`config.mk`:
```
export PLATFORM = sky130hd
export DESIGN_NAME = iter_mul_unit
export DESIGN_NICKNAME = d
export VERILOG_FILES = /design/src/rtl/iter_mul_unit.sv
export SDC_FILE = /design/constraint.sdc
export NUM_CORES = 2
export LEC_CHECK = 0
export ABC_AREA = 1
export CORE_MARGIN = 1
export CORE_UTILIZATION = 34
export CTS_CLUSTER_SIZE = 14
export DETAILED_ROUTE_END_ITERATION = 6
export PLACE_DENSITY = 0.58
export REMOVE_ABC_BUFFERS = 1
export SKIP_LAST_GASP = 1
export SLEW_MARGIN = 20
export SYNTH_ARGS = -nofsm -noshare
export SYNTH_HDL_FRONTEND = slang
export SYNTH_SLANG_ARGS = --single-unit
```
`constraint.sdc`:
```
create_clock -name clk -period 23.9 [get_ports clk]
set_input_delay 2.39 -clock clk [delete_from_list [all_inputs] [get_ports clk]]
set_output_delay 2.39 -clock clk [all_outputs]
set_load 0.03 [all_outputs]
```
`src/rtl/iter_mul_unit.sv`:
```
// Iterative RV M-extension multiplier (MUL/MULH/MULHSU/MULHU/MULW).
// Consumes RADIX_BITS multiplier bits per BUSY cycle over a 2*XLEN accumulator,
// then applies the sign fix and selects the result half in a single FIX cycle.
module iter_mul_unit #(
   parameter int XLEN       = 64,
   parameter int RADIX_BITS = 4,
   parameter int TAG_W      = 5
) (
   input  logic             clk,
   input  logic             rst,
   input  logic             flush,
   input  logic             in_valid,
   output logic             in_ready,
   input  logic [1:0]       in_op,
   input  logic             in_word,
   input  logic [XLEN-1:0]  in_a,
   input  logic [XLEN-1:0]  in_b,
   input  logic [TAG_W-1:0] in_tag,
   output logic             out_valid,
   input  logic             out_ready,
   output logic [XLEN-1:0]  out_result,
   output logic [TAG_W-1:0] out_tag
);

   localparam int PW      = 2 * XLEN;
   localparam int NX      = XLEN / RADIX_BITS;
   localparam int NW      = 32 / RADIX_BITS;
   localparam int CW      = $clog2(NX + 1);
   localparam int SW      = $clog2(PW);
   localparam bit WORD_OK = (XLEN == 64);

   typedef enum logic [1:0] {IDLE, BUSY, FIX, DONE} state_t;

   typedef struct packed {
      logic [1:0]       op;
      logic             word;
      logic             neg;
      logic [TAG_W-1:0] tag;
   } ctl_t;

   state_t          state;
   ctl_t            ctl;
   logic [XLEN-1:0] a_mag;
   logic [XLEN-1:0] b_rem;
   logic [PW-1:0]   acc;
   logic [CW-1:0]   cnt;
   logic [SW-1:0]   shamt;

   logic            word_req, a_sgn, b_sgn, a_neg, b_neg;
   logic [XLEN-1:0] a_src, b_src, a_abs, b_abs;

   // Request decode: pick signedness per op and convert signed operands to magnitudes.
   // Negating in XLEN unsigned bits keeps |-2^(XLEN-1)| exact.
   always_comb begin
      word_req = in_word && WORD_OK;
      a_sgn    = !word_req && (in_op == 2'b01 || in_op == 2'b10);
      b_sgn    = !word_req && (in_op == 2'b01);
      a_src    = word_req ? XLEN'(in_a[31:0]) : in_a;
      b_src    = word_req ? XLEN'(in_b[31:0]) : in_b;
      a_neg    = a_sgn && in_a[XLEN-1];
      b_neg    = b_sgn && in_b[XLEN-1];
      a_abs    = a_neg ? -a_src : a_src;
      b_abs    = b_neg ? -b_src : b_src;
   end

   logic [XLEN+RADIX_BITS-1:0] pp;
   logic [PW-1:0]              pp_sh, p;
   logic [CW-1:0]              last;
   logic [XLEN-1:0]            res;

   // Datapath: one radix digit partial product per cycle, plus the final sign fix / half select.
   always_comb begin
      pp    = {{RADIX_BITS{1'b0}}, a_mag} * {{XLEN{1'b0}}, b_rem[RADIX_BITS-1:0]};
      pp_sh = PW'(pp) << shamt;
      last  = ctl.word ? CW'(NW - 1) : CW'(NX - 1);
      p     = ctl.neg ? -acc : acc;
      if (ctl.word)             res = XLEN'($signed(p[31:0]));
      else if (ctl.op == 2'b00) res = p[XLEN-1:0];
      else                      res = p[PW-1:XLEN];
   end

   // Flush blocks acceptance in the same cycle so a killed request is never latched.
   assign in_ready = (state == IDLE) && !flush;

   // Control FSM and datapath registers; flush returns to IDLE from any state.
   always_ff @(posedge clk or posedge rst) begin
      if (rst) begin
         state      <= IDLE;
         ctl        <= '0;
         a_mag      <= '0;
         b_rem      <= '0;
         acc        <= '0;
         cnt        <= '0;
         shamt      <= '0;
         out_valid  <= 1'b0;
         out_result <= '0;
         out_tag    <= '0;
      end else if (flush) begin
         state     <= IDLE;
         out_valid <= 1'b0;
      end else begin
         case (state)
            IDLE: if (in_valid) begin
               a_mag    <= a_abs;
               b_rem    <= b_abs;
               ctl.op   <= in_op;
               ctl.word <= word_req;
               ctl.neg  <= a_neg ^ b_neg;
               ctl.tag  <= in_tag;
               acc      <= '0;
               cnt      <= '0;
               shamt    <= '0;
               state    <= BUSY;
            end
            BUSY: begin
               acc   <= acc + pp_sh;
               b_rem <= b_rem >> RADIX_BITS;
               cnt   <= cnt + 1'b1;
               shamt <= shamt + SW'(RADIX_BITS);
               if (cnt == last) state <= FIX;
            end
            FIX: begin
               out_result <= res;
               out_tag    <= ctl.tag;
               out_valid  <= 1'b1;
               state      <= DONE;
            end
            DONE: if (out_ready) begin
               out_valid <= 1'b0;
               state     <= IDLE;
            end
            default: state <= IDLE;
         endcase
      end
   end

endmodule

```
# Word level (Yosys, flattened, before mapping)
# Cells that the tools add are included.
# totals
reg_bits	349
output_inout_bits	71
inputBits	141
word_cells	74
# op_classes
muxes	24
n_mul	1
n_eq_ne	10
n_addsub	6
reduce_logical	17
n_bitwise	2
n_shift	1
# ops
operator	n
2-to-1 mux 64 bit	7
2-to-1 mux 128 bit	2
one-hot mux 128 bit (2 select lines)	1
adder 128 bit	1
negator 128 bit	1
negator 64 bit	2
one-hot mux 64 bit (2 select lines)	1
<< shifter 68 x 7 -> 128 bit	1
multiplier 64 x 4 -> 68 bit	1
one-hot mux 7 bit (2 select lines)	1
one-hot mux 5 bit (2 select lines)	1
!= test 3 bit, second input constant	3
AND reduction 3 bit	3
2-to-1 mux 2 bit	4
one-hot mux 2 bit (4 select lines)	1
adder 7 x 3 -> 7 bit, second input constant	1
2-to-1 mux 7 bit	1
equality test 2 bit, second input constant	3
adder 5 x 1 -> 5 bit, second input constant	1
equality test 5 x 4 -> 1 bit	1
logical AND 1 bit	5
2-to-1 mux 5 bit	1
equality test 2 x 1 -> 1 bit, second input constant	2
logical NOT 2 bit	2
other kinds (11)	14

# Longest topological paths before layout
# logic_depth
word_depth	6
mapped_depth	46
ltp_nobuf	44

# Worst setup path after synthesis
# No wires, ideal clock.
# synth_timing
path_type	reg-to-reg
start	register b_rem[3]
end	register acc[65]
path_buffers	2
setup_ps	132
arrival_ps	6029
required_ps	23768
synth_period_minus_slack_ps	6162
path_slack_ps	17738
stages_incl_launch_ff	40
path_cell_list	dfrtp_1 clkbuf_1 clkbuf_1 nand2_1 fa_1 inv_1 fa_1 fa_1 nand3_1 nand3_1 a21oi_1 inv_1 nand2_1 nand2_1 nand2_1 nand2_1 xor2_1 or2_2 [4 not listed] nand2_1 nand2_1 nand2_1 nor2_1 ha_1 nand2_1 nor2_1 inv_1 nor2_1 nand2_1 o311ai_1 nand2_1 nand2_1 inv_1 o21bai_1 nand2_1 nand2_1 o22ai_1
# synth_via
elab_chain_len	4
# synth_rtl
element	line_no	text
start: declaration	44	logic [XLEN-1:0] b_rem;
start signal: assignment	105	b_rem <= b_abs;
start signal: assignment	117	b_rem <= b_rem >> RADIX_BITS;
multiplier 64 x 4 -> 68 bit	73	pp = {{RADIX_BITS{1'b0}}, a_mag} * {{XLEN{1'b0}}, b_rem[RADIX_BITS-1:0]};
<< shifter 68 x 7 -> 128 bit	74	pp_sh = PW'(pp) << shamt;
adder 128 bit	116	acc <= acc + pp_sh;
one-hot mux 128 bit (2 select lines)	102	case (state)
end signal: assignment	116	
end: declaration	45	logic [PW-1:0] acc;
# No other way between the ends.
# A chain may end at the register's enable or synchronous reset.

# Worst setup path in the final report
# layout_timing
start	register b_rem[3]
end	register acc[101]
# Same word-level chain as after synthesis.

==> key figures <==
Worst setup path
  • Kind of capture point of the worst setup path: flip-flop
  • Type of element launching the critical path: flip-flop
  • Crit path top cell by count: sky130_fd_sc_hd__nand2_1
  • Worst setup endpoint: acc[101]
  • Startpoint of the most critical register-to-register path: b_rem[3]
  • Critical path's slowest cell: sky130_fd_sc_hd__o21ai_0
  • WP data arrival: approximately 10,000 ps
  • Reg2reg path depth: 36
  • Category of cells accounting for the largest share of critical-path delay: simple AND/OR/NAND/NOR gates
  • Critical Path Fanout Max: 65
  • Total stage count of the critical path: 36
  • Crit. Startpoint: b_rem[3]
  • Req. time, crit path: about 24,000 ps
  • Setup slack of the worst register-to-register path: 14,370 ps
  • Reg2reg end: acc[101]
  • Type of the worst setup path: reg2reg
  • Crit path buf inv count: 6
  • Slowest Stage Delay on Critical Path: 860 ps

Die
  • Die outline width: 373.3 um
  • Core Region: ~140,000 um2
  • Core Rows: 135
  • Overall die area: around 140,000 um2
  • Boundary pin count: roughly 210
  • Die Height: between 300 and 400 um
  • Initial core utilization: about 34%

Timing
  • Crit path time final: around 9500 ps
  • Setup repair after global routing missed its margin: no
  • Sum Neg Setup Slack: 0 ps
  • Count of endpoints failing hold in the final timing report: 0
  • Final worst-path cycle share: between 30% and 40%
  • Final setup skew: between 20 and 30 ps
  • Worst-Margin Slew: 1253 ps
  • Fmax: roughly 0.10 GHz
  • Max-Slew Margin vs Limit: between 15 and 20%
  • Max-slew violations: 0
  • Final setup violation count: 0
  • Worst hold-check slack: roughly 480 ps

Global routing
  • Final global-route overflow total: 0
  • GR met1 Demand/Resource: a little under half
  • Total global routing track utilization: roughly a third
  • Met2 Use GR: approximately 55%
  • Largest net degree at the start of global routing: slightly above 90
  • First-pass GRT wire length: 358,800 um
  • Vias in the first global route: between 50k and 60k
  • GR Layer Usage met3: 3.866%
  • Initial antenna violation count: 6
  • GR peak layer: met2

Yosys
  • Post-synth design cell area: 46,860 um2
  • Combinational family with the most area after synthesis: simple AND/OR/NAND/NOR gates
  • Number of flops mapped to enable cells by yosys: 0
  • Syn Inst Count: around 8k
  • Most common flop cell mapped by yosys: sky130_fd_sc_hd__dfrtp_1
  • Post-synthesis share of cell area spent on xor and xnor gates: roughly 3.5%
  • Avg Inst Size Synth: 5.875 um2
  • Asr flop ratio synth: between 90% and 100%
  • FF+latch count, synth: between 300 and 400
  • Top-area cell type share of the netlist area: 18.53%
  • Proportion of synthesized chip area in sequential cells: 18.53%
  • Complex-gate fraction of the synthesized area: 18.83%
  • Yosys top cell by area: sky130_fd_sc_hd__dfrtp_1
  • Synth top area cells: sky130_fd_sc_hd__dfrtp_1 (19%), sky130_fd_sc_hd__nand2_1 (16%), sky130_fd_sc_hd__inv_1 (12%)
  • Fraction of the mapped netlist area in simple logic gates: 33.99%
  • Post-synth cell types: just under 70
  • Total of warnings raised by yosys: 0
  • Adder and majority cell fraction of the synthesized area: ~11%
  • Multiplexer share of the synthesized area: 0.08543%

Detailed routing
  • Antenna-violating nets left: 0
  • Avg WL per Cell: 25.22 um
  • DRC Markers: 0
  • Vias per inst: 5.447
  • Drt first-iter violations: about 5.5k
  • Wire length after detailed routing: between 200,000 and 250,000 um
  • Via Count: 53.80k
  • DRT Pass-1 Iters: 6

Place
  • Placer congestion estimate: 1.037
  • Count of input and output buffers: roughly 210
  • Cell area after placement: between 50,000 and 60,000 um2
  • DP HPWL: 208,300 um
  • Number of placed cells counting well taps: 9,786

Clocking
  • Number of clock sinks seen by CTS: 347
  • Cell at the root of the clock tree: sky130_fd_sc_hd__clkbuf_16
  • # Post-CTS Setup Buffers: 0
  • Worst-Skew Late Latency: roughly 660 ps
  • Clock tree from TritonCTS: done
  • Hold buffer count at cts: 0
  • Clk buf depth: 3
  • Clock-pin transition on the worst setup and hold timing paths: around 60 ps
  • Number of levels the H-tree was split into: 2
  • CTS buffer count: 48
  • Number of gates given a new drive strength after cts: 0

Final layout
  • Net count of the finished layout: approximately 8.5k
  • Cell area after layout: ~52,000 um2
  • Count of fill cells added during filler insertion: roughly 15k
  • Sequential cell area: about 8700 um2
  • Area of the multi-input gates: around 32,000 um2
  • Share of post-route cells with drive strength above 1: 3.459%
  • Post-layout instance count excluding filler cells: 9,877
  • Layout overhead on the synthesized area: 12.01%

Pwr
  • Highest ir drop seen on vdd: a little under 0.07 mV
  • Total power: about 8.7 mW
  • Lkg Pwr: 26.97 nW
  • Power per unit of standard cell area: 166.2 nW/um2

Flow run
  • Maxcap violations: 0

Min path
  • Hold WC Path Type: reg2reg

Status
  • Status: completed
==> tightest hold or removal path: stages, from the launching register on <==
cell and delay, ps:
sky130_fd_sc_hd__dfrtp_1 340, sky130_fd_sc_hd__nand2_1 60, sky130_fd_sc_hd__nand2_1 50
==> power breakdown <==
part	switching (mW)	internal (mW)	leakage, nW
Clock	0.335	0.446	0.792
Sequential	0.421	0.829	4.50
Combinational	4.92	1.78	21.7
Total	5.67	3.05	27.0
==> logic make-up after synthesis <==
family / Yosys count
AND/OR/NAND/NOR: 3780
buffers and inverters: 1704
AO/OA/AOI/OAI: 1603
adder cells (fa/ha/maj): 351
flip-flops: 347
XOR/XNOR: 188
multiplexers: 4
==> registers in the layout, indices dropped and copies added, names as in the netlist <==
signal / count
out_result: 64
cnt: 5
a_mag: 64
ctl: 9
shamt: 5
b_rem: 64
out_valid: 1
acc: 128
state: 2
out_tag: 5
==> cells in the final DEF, fill, tap and decap left out, types with 11 or more instances in the layout <==
cell type                         Yosys  routed
sky130_fd_sc_hd__dfrtp_1            347     337
sky130_fd_sc_hd__o311ai_0            21      21
sky130_fd_sc_hd__nor2_1             931     925
sky130_fd_sc_hd__o21ai_0            638     633
sky130_fd_sc_hd__ha_1               226     226
sky130_fd_sc_hd__nor2_4               8      11
sky130_fd_sc_hd__or2_2               32      32
sky130_fd_sc_hd__nand3_1            485     484
sky130_fd_sc_hd__o31ai_1             12      12
sky130_fd_sc_hd__nor2_2              13      16
sky130_fd_sc_hd__nor3_1             112     112
sky130_fd_sc_hd__inv_2                9      13
sky130_fd_sc_hd__o22ai_1             42      42
sky130_fd_sc_hd__clkbuf_16            0      50
sky130_fd_sc_hd__fa_1               125     125
sky130_fd_sc_hd__xor2_1             153     153
sky130_fd_sc_hd__nor4_1              67      66
sky130_fd_sc_hd__a21o_1              25      25
sky130_fd_sc_hd__o21a_1              21      21
sky130_fd_sc_hd__a21oi_1            590     589
sky130_fd_sc_hd__xnor2_1             35      35
sky130_fd_sc_hd__nand2_1           1963    1960
sky130_fd_sc_hd__nand4_1             93      93
sky130_fd_sc_hd__o221ai_1            12      12
sky130_fd_sc_hd__a31oi_1             91      91
sky130_fd_sc_hd__o211ai_1            62      62
sky130_fd_sc_hd__o21bai_1            28      28
sky130_fd_sc_hd__inv_1             1443    1440
sky130_fd_sc_hd__clkinv_2             1      13
sky130_fd_sc_hd__buf_4                0      61
sky130_fd_sc_hd__clkdlybuf4s50_1      0     211
sky130_fd_sc_hd__o21ai_1             24      29
==> worst min-delay path by stage <==
stage | cells after the start | start | end | slack, ps
6_report | 2 | out_result[23] | out_result[23] | 480
2_1_floorplan | 2 | b_rem[61] | b_rem[61] | 450
3_5_place_dp | 2 | out_result[23] | out_result[23] | 470
3_3_place_gp | 2 | out_result[23] | out_result[23] | 460
5_1_grt | 2 | out_result[0] | out_result[0] | 510
4_1_cts | 2 | out_result[23] | out_result[23] | 480
==> final cells by class <==
class                           count  share of cell area, %
Antenna cell                        1               0.004767
Inverter                         1459                  10.45
Sequential cell                   347                  16.58
Clock buffer                       63                  2.591
Multi-Input combinational cell   5926                  60.68
Clock inverter                     27                 0.5315
Tap cell                         1781                  4.245
Timing Repair Buffer              273                  4.917
==> per-layer routing <==
metal / up-vias / share of wire, %
met5: - / 0.0088
met4: 4 / 6.4
met3: 394 / 6.3
met2: 2161 / 44
met1: 25490 / 44
li1: 25750 / -
==> per-stage QoR <==
step,util (%),setup slack (ps)
floorplan,-,11890
global placement,37.33,14380
detailed placement,37.35,14770
CTS,38.55,14730
global route,38.55,14080
finish,38.56,14370
==> cell usage after synthesis, drive strengths merged, types with 70 or more instances <==
master and number:
xor2 153, nand2 1971, inv 1452, o21ai 666
ha 226, a21oi 590, nor2 953, dfrtp 347
nor3 124, nor4 70, nand4 98, nand3 491
clkbuf 189, fa 125, a31oi 91
(Power assumes the default switching activity.)
